### src/rtl/manchester_spi_rx_if.sv
// Link-side bundle for the Manchester serial receiver: the two line inputs
// plus the decoded word, status pulses and counters.
interface manchester_spi_rx_if #(
  parameter int DATA_W = 8,
  parameter int CNT_W  = 16
);
  logic              din;
  logic              en_in;
  logic [DATA_W-1:0] data_out;
  logic              data_valid;
  logic              code_err;
  logic              frame_err;
  logic              busy;
  logic [CNT_W-1:0]  word_cnt;
  logic [CNT_W-1:0]  err_cnt;

  modport master (
    output din, en_in,
    input  data_out, data_valid, code_err, frame_err, busy, word_cnt, err_cnt
  );

  modport slave (
    input  din, en_in,
    output data_out, data_valid, code_err, frame_err, busy, word_cnt, err_cnt
  );
endinterface

### src/rtl/manchester_spi_rx.sv
// Manchester bit-cell decoder: two clk cycles per bit (1 = 10, 0 = 01), LSB first,
// reassembled into DATA_W-bit words with violation/truncation flags and counters.
module manchester_spi_rx #(
  parameter int DATA_W = 8,
  parameter int CNT_W  = 16
) (
  input logic                clk,
  input logic                rst,
  manchester_spi_rx_if.slave link
);

  localparam int IDX_W = (DATA_W > 1) ? $clog2(DATA_W) : 1;
  localparam logic [IDX_W-1:0] LAST_IDX = IDX_W'(DATA_W - 1);

  typedef enum logic [1:0] {IDLE, HALF_A, HALF_B, HUNT} state_e;

  state_e            state_q, state_d;
  logic [IDX_W-1:0]  idx_q, idx_d;
  logic              half_a_q, half_a_d;
  logic [DATA_W-1:0] word_q, word_d;
  logic [DATA_W-1:0] data_out_q, data_out_d;
  logic              data_valid_q, data_valid_d;
  logic              code_err_q, code_err_d;
  logic              frame_err_q, frame_err_d;
  logic [CNT_W-1:0]  word_cnt_q, word_cnt_d;
  logic [CNT_W-1:0]  err_cnt_q, err_cnt_d;

  always_comb begin
    state_d      = state_q;
    idx_d        = idx_q;
    half_a_d     = half_a_q;
    word_d       = word_q;
    data_out_d   = data_out_q;
    data_valid_d = 1'b0;
    code_err_d   = 1'b0;
    frame_err_d  = 1'b0;

    case (state_q)
      IDLE: begin
        if (link.en_in) begin
          half_a_d = link.din;
          idx_d    = '0;
          state_d  = HALF_B;
        end
      end

      // Index 0 here means the previous word just completed, so a drop is a clean end.
      HALF_A: begin
        if (link.en_in) begin
          half_a_d = link.din;
          state_d  = HALF_B;
        end else begin
          frame_err_d = (idx_q != '0);
          state_d     = IDLE;
        end
      end

      HALF_B: begin
        if (!link.en_in) begin
          frame_err_d = 1'b1;
          state_d     = IDLE;
        end else if (half_a_q == link.din) begin
          code_err_d = 1'b1;
          state_d    = HUNT;
        end else begin
          word_d[idx_q] = half_a_q;
          state_d       = HALF_A;
          if (idx_q == LAST_IDX) begin
            data_valid_d = 1'b1;
            data_out_d   = word_d;
            idx_d        = '0;
          end else begin
            idx_d = idx_q + 1'b1;
          end
        end
      end

      HUNT: begin
        if (!link.en_in) begin
          state_d = IDLE;
        end
      end

      default: state_d = IDLE;
    endcase

    word_cnt_d = word_cnt_q;
    if (data_valid_d && (word_cnt_q != '1)) begin
      word_cnt_d = word_cnt_q + 1'b1;
    end

    err_cnt_d = err_cnt_q;
    if ((code_err_d || frame_err_d) && (err_cnt_q != '1)) begin
      err_cnt_d = err_cnt_q + 1'b1;
    end
  end

  always_ff @(posedge clk) begin
    if (!rst) begin
      state_q      <= IDLE;
      idx_q        <= '0;
      half_a_q     <= 1'b0;
      word_q       <= '0;
      data_out_q   <= '0;
      data_valid_q <= 1'b0;
      code_err_q   <= 1'b0;
      frame_err_q  <= 1'b0;
      word_cnt_q   <= '0;
      err_cnt_q    <= '0;
    end else begin
      state_q      <= state_d;
      idx_q        <= idx_d;
      half_a_q     <= half_a_d;
      word_q       <= word_d;
      data_out_q   <= data_out_d;
      data_valid_q <= data_valid_d;
      code_err_q   <= code_err_d;
      frame_err_q  <= frame_err_d;
      word_cnt_q   <= word_cnt_d;
      err_cnt_q    <= err_cnt_d;
    end
  end

  assign link.data_out   = data_out_q;
  assign link.data_valid = data_valid_q;
  assign link.code_err   = code_err_q;
  assign link.frame_err  = frame_err_q;
  assign link.word_cnt   = word_cnt_q;
  assign link.err_cnt    = err_cnt_q;
  assign link.busy       = (state_q == HALF_B) || (state_q == HUNT) ||
                           ((state_q == HALF_A) && (idx_q != '0));

endmodule

### src/flat_wrapper.sv
// flat-port wrapper written by rule: the top's interface ports become plain ports
module manchester_spi_rx_flat 
#(
  parameter int DATA_W = 8,
  parameter int CNT_W  = 16
)
  (clk, rst, link_din, link_en_in, link_data_out, link_data_valid, link_code_err, link_frame_err, link_busy, link_word_cnt, link_err_cnt);
  manchester_spi_rx_if #(.DATA_W(DATA_W), .CNT_W(CNT_W)) link_i ();
  input logic clk;
  input logic rst;
  input wire logic [$bits(link_i.din)-1:0] link_din;
  input wire logic [$bits(link_i.en_in)-1:0] link_en_in;
  output wire logic [$bits(link_i.data_out)-1:0] link_data_out;
  output wire logic [$bits(link_i.data_valid)-1:0] link_data_valid;
  output wire logic [$bits(link_i.code_err)-1:0] link_code_err;
  output wire logic [$bits(link_i.frame_err)-1:0] link_frame_err;
  output wire logic [$bits(link_i.busy)-1:0] link_busy;
  output wire logic [$bits(link_i.word_cnt)-1:0] link_word_cnt;
  output wire logic [$bits(link_i.err_cnt)-1:0] link_err_cnt;
  assign link_i.din = link_din;
  assign link_i.en_in = link_en_in;
  assign link_data_out = link_i.data_out;
  assign link_data_valid = link_i.data_valid;
  assign link_code_err = link_i.code_err;
  assign link_frame_err = link_i.frame_err;
  assign link_busy = link_i.busy;
  assign link_word_cnt = link_i.word_cnt;
  assign link_err_cnt = link_i.err_cnt;
  manchester_spi_rx #(.DATA_W(DATA_W), .CNT_W(CNT_W)) u_core (.clk(clk), .rst(rst), .link(link_i));
endmodule
### config.mk
export PLATFORM = sky130hd
export DESIGN_NAME = manchester_spi_rx_flat
export DESIGN_NICKNAME = d
export VERILOG_FILES = /design/src/rtl/manchester_spi_rx_if.sv /design/src/rtl/manchester_spi_rx.sv /design/src/flat_wrapper.sv
export SDC_FILE = /design/constraint.sdc
export NUM_CORES = 1
export LEC_CHECK = 0
export CAP_MARGIN = 5
export CORE_ASPECT_RATIO = 1.5
export CORE_UTILIZATION = 35
export CTS_BUF_LIST = sky130_fd_sc_hd__clkbuf_4
export DETAILED_ROUTE_END_ITERATION = 8
export PLACE_DENSITY_LB_ADDON = 0.05
export RECOVER_POWER = 50
export SYNTH_ARGS = -nofsm -noshare
export SYNTH_HDL_FRONTEND = slang
export SYNTH_SLANG_ARGS = --single-unit
export TNS_END_PERCENT = 5
### constraint.sdc
create_clock -name clk -period 2.35 [get_ports clk]
set_input_delay 0.235 -clock clk [delete_from_list [all_inputs] [get_ports clk]]
set_output_delay 0.235 -clock clk [all_outputs]
set_load 0.02 [all_outputs]
==> flow_summary.yaml <==
outcome:
  status: "complete, no violations"
critical_path:
  crit_family: "buffers and inverters"
  path_buf_inv: 2
  cp-start-kind: "flip-flop"
  critPathRequiredTime_ns: 2.12
  max_stage_delay_ns: 0.54
  path_cells: "inv_1 > ha_2 > nand2b_1 > a211o_1 > clkdlybuf4s50_1"
  criticalPathCategory: "reg -> out"
  critPathCaptureType: "primary output"
  arrival_ns: 2.02
  path_max_fanout: 5
  slowest_stage: "clkdlybuf4s50_1"
global_routing:
  grt-ovfl-total: 0
  grt_antenna_before_repair: 0
  grt_max_degree: 62
  grtUsageTotal: 0.165
  grt_pass1_vias: 2365
  grt_pass1_wl_um: 10600
finish:
  syn_to_final_growth_pct: 25.6
  final_nets: 385
  fin_area_mm2: 0.00359
  fill_cells: 791
  drive_above_1_share: 0.0860
  antennaDiodeCount: 0
yosys:
  synth_nets: 329
  netlist_top_cells_count: "57 x dfxtp_1, 34 x nand2_1, 18 x and2_1"
  ys_warn_count: 0
  yosysTopAreaCellShare: 0.399
  synth_cells: 315
  netlist_top_cells_area: "dfxtp_1 40%, mux2i_1 4.9%, o211a_1 4.9%"
  ys.flop_type: "dfxtp_1"
  synth-seq-cells: 57
  syn-cell-area_mm2: 0.00286
  ys_async_sr_fraction: 0
  synth_area_per_cell_um2: 9.07
  synth_seq_area_share: 0.399
  synth.largest_area_cell: "dfxtp_1"
  synth-edff-count: 0
  yosysMostFrequentCell: "dfxtp_1"
  yosys.cell_types.count: 44
cts:
  cts_hold_buf: 0
  cts.sinks: 57
  numCtsBuffers: 9
  cts.clk_slew.worst_paths_ns: 0.09
  post_cts_buffers: 0
  clock-root-buffer: "clkbuf_4"
  cts_tree: "built"
  ctsResizeCount: 0
  cts_buffer_depth: 2
  cts.htree.levels: 3
  clock_latency_ns: 0.41
floorplan:
  fp.dieW_um: 75.8
  die-height_um: 113
  start_util: 0.359
  core_area_mm2: 0.00796
  ios: 48
  fp-row-count: 40
  die_area_mm2: 0.00854
place:
  routabilityCongestion: 0.862
  hpwl_um: 4410
  place_area_mm2: 0.00351
  io_buffers: 47
detailed_routing:
  viasPerCell: 5.07
  firstDrtPassIters: 4
  drtIter0Drc: 108
  avgRoutedWirePerCell_um: 13.3
  detail-route-antenna-nets: 0
  finalWirelength_um: 6320
  vias: 2418
  drc: 0
timing:
  worstMarginPinSlew_ns: 0.655
  hold_viol_final: 0
  setup-violations-final: 0
  finalHoldWorstSlack_ns: 0.490
  fin_crit_ns: 2.26
  timing.final.crit_share: 0.961
  slew_viol_final: 0
  fin_skew_ns: 0.0118
  max_freq_mhz: 443
  maxSlewHeadroom: 0.563
hold_path:
  hp-class: "reg -> reg"
power:
  p_leak_nw: 1.68
  vdd_drop_max_uv: 268
  power_density_mw_per_mm2: 472
job:
  cap_viol_max_count: 0
## tightest hold or removal path: cells and delay by family, from the launching register on
kind | cells | cell delay (ns)
multiplexers | 1 | 0.05
AND/OR/NAND/NOR | 1 | 0.06
flip-flops | 1 | 0.34
## power breakdown
part	leakage (nW)	switching (mW)	internal, mW
Combinational	1.17	0.104	0.0774
Clock	0.0485	0.335	0.185
Sequential	0.460	0.0118	0.982
## layout by cell type (no fill, tap or decap), types with 13 or more instances in the layout
| cell type | n |
|---|---|
| xor2_1 | 14 |
| mux2i_1 | 14 |
| o21ai_0 | 13 |
| nand2_1 | 34 |
| nand3_1 | 14 |
| o211a_1 | 14 |
| and2_1 | 18 |
| dfxtp_1 | 57 |
| dlygate4sd3_1 | 41 |
## metal layers
layer / up-vias / global-route usage / share of wire
li1: 1238 / - / -
met1: 1113 / 0.190 / 0.44
met2: 51 / 0.267 / 0.50
met3: 16 / 0.0305 / 0.028
met4: 0 / 0.111 / 0.035
met5: - / 0 / 0
## cell type report
cell class,instances,area [um^2],area share
Multi-Input combinational cell,235,1630,0.453
Sequential cell,57,1140,0.318
Timing Repair Buffer,61,584,0.163
Tap cell,105,131,0.0366
Clock buffer,9,67.6,0.0188
Inverter,7,26.3,0.00732
Clock inverter,3,12.5,0.00349
## cells by family (layout without fill, tap and decap cells)
| group | count (synthesis) | in the layout | share of synthesized area |
|---|---|---|---|
| flops | 57 | 57 | 0.399 |
| buf+inv | 23 | 80 | 0.0337 |
| simple gates | 138 | 138 | 0.259 |
| fa+ha+maj | 10 | 10 | 0.0438 |
| compound gates | 57 | 57 | 0.166 |
| mux | 14 | 14 | 0.0490 |
| xor+xnor | 16 | 16 | 0.0490 |
## final timing paths
kind              slack [ns]  cells after the start                       to                     from
setup / recovery        0.09                      5                link_busy          u_core.idx_q[1]
hold / removal          0.49                      2  u_core.link.err_cnt[15]  u_core.link.err_cnt[15]
setup reg to reg        0.21                      8   u_core.link.err_cnt[8]        u_core.state_q[0]
hold reg to reg         0.49                      2  u_core.link.err_cnt[15]  u_core.link.err_cnt[15]
## state kept, by name (all words and copies together), names as in the netlist
signal	count
u_core.word_q	8
u_core.link.frame_err	1
u_core.idx_q	3
u_core.link.word_cnt	16
u_core.state_q	2
u_core.link.code_err	1
u_core.link.err_cnt	16
u_core.link.data_out	8
u_core.link.data_valid	1
u_core.half_a_q	1
## per-stage QoR
stage	std cells	total power [mW]	setup TNS, ns	setup WS [ns]	util
floorplan	315	1.14	0	0.212	-
global placement	465	1.20	0	0.193	0.441
detailed placement	465	1.20	0	0.173	0.441
CTS	477	1.74	0	0.0211	0.451
global route	477	1.78	-0.00378	-0.00378	0.451
finish	477	1.70	0	0.0907	0.451
Power figures use the tool's default switching activity.
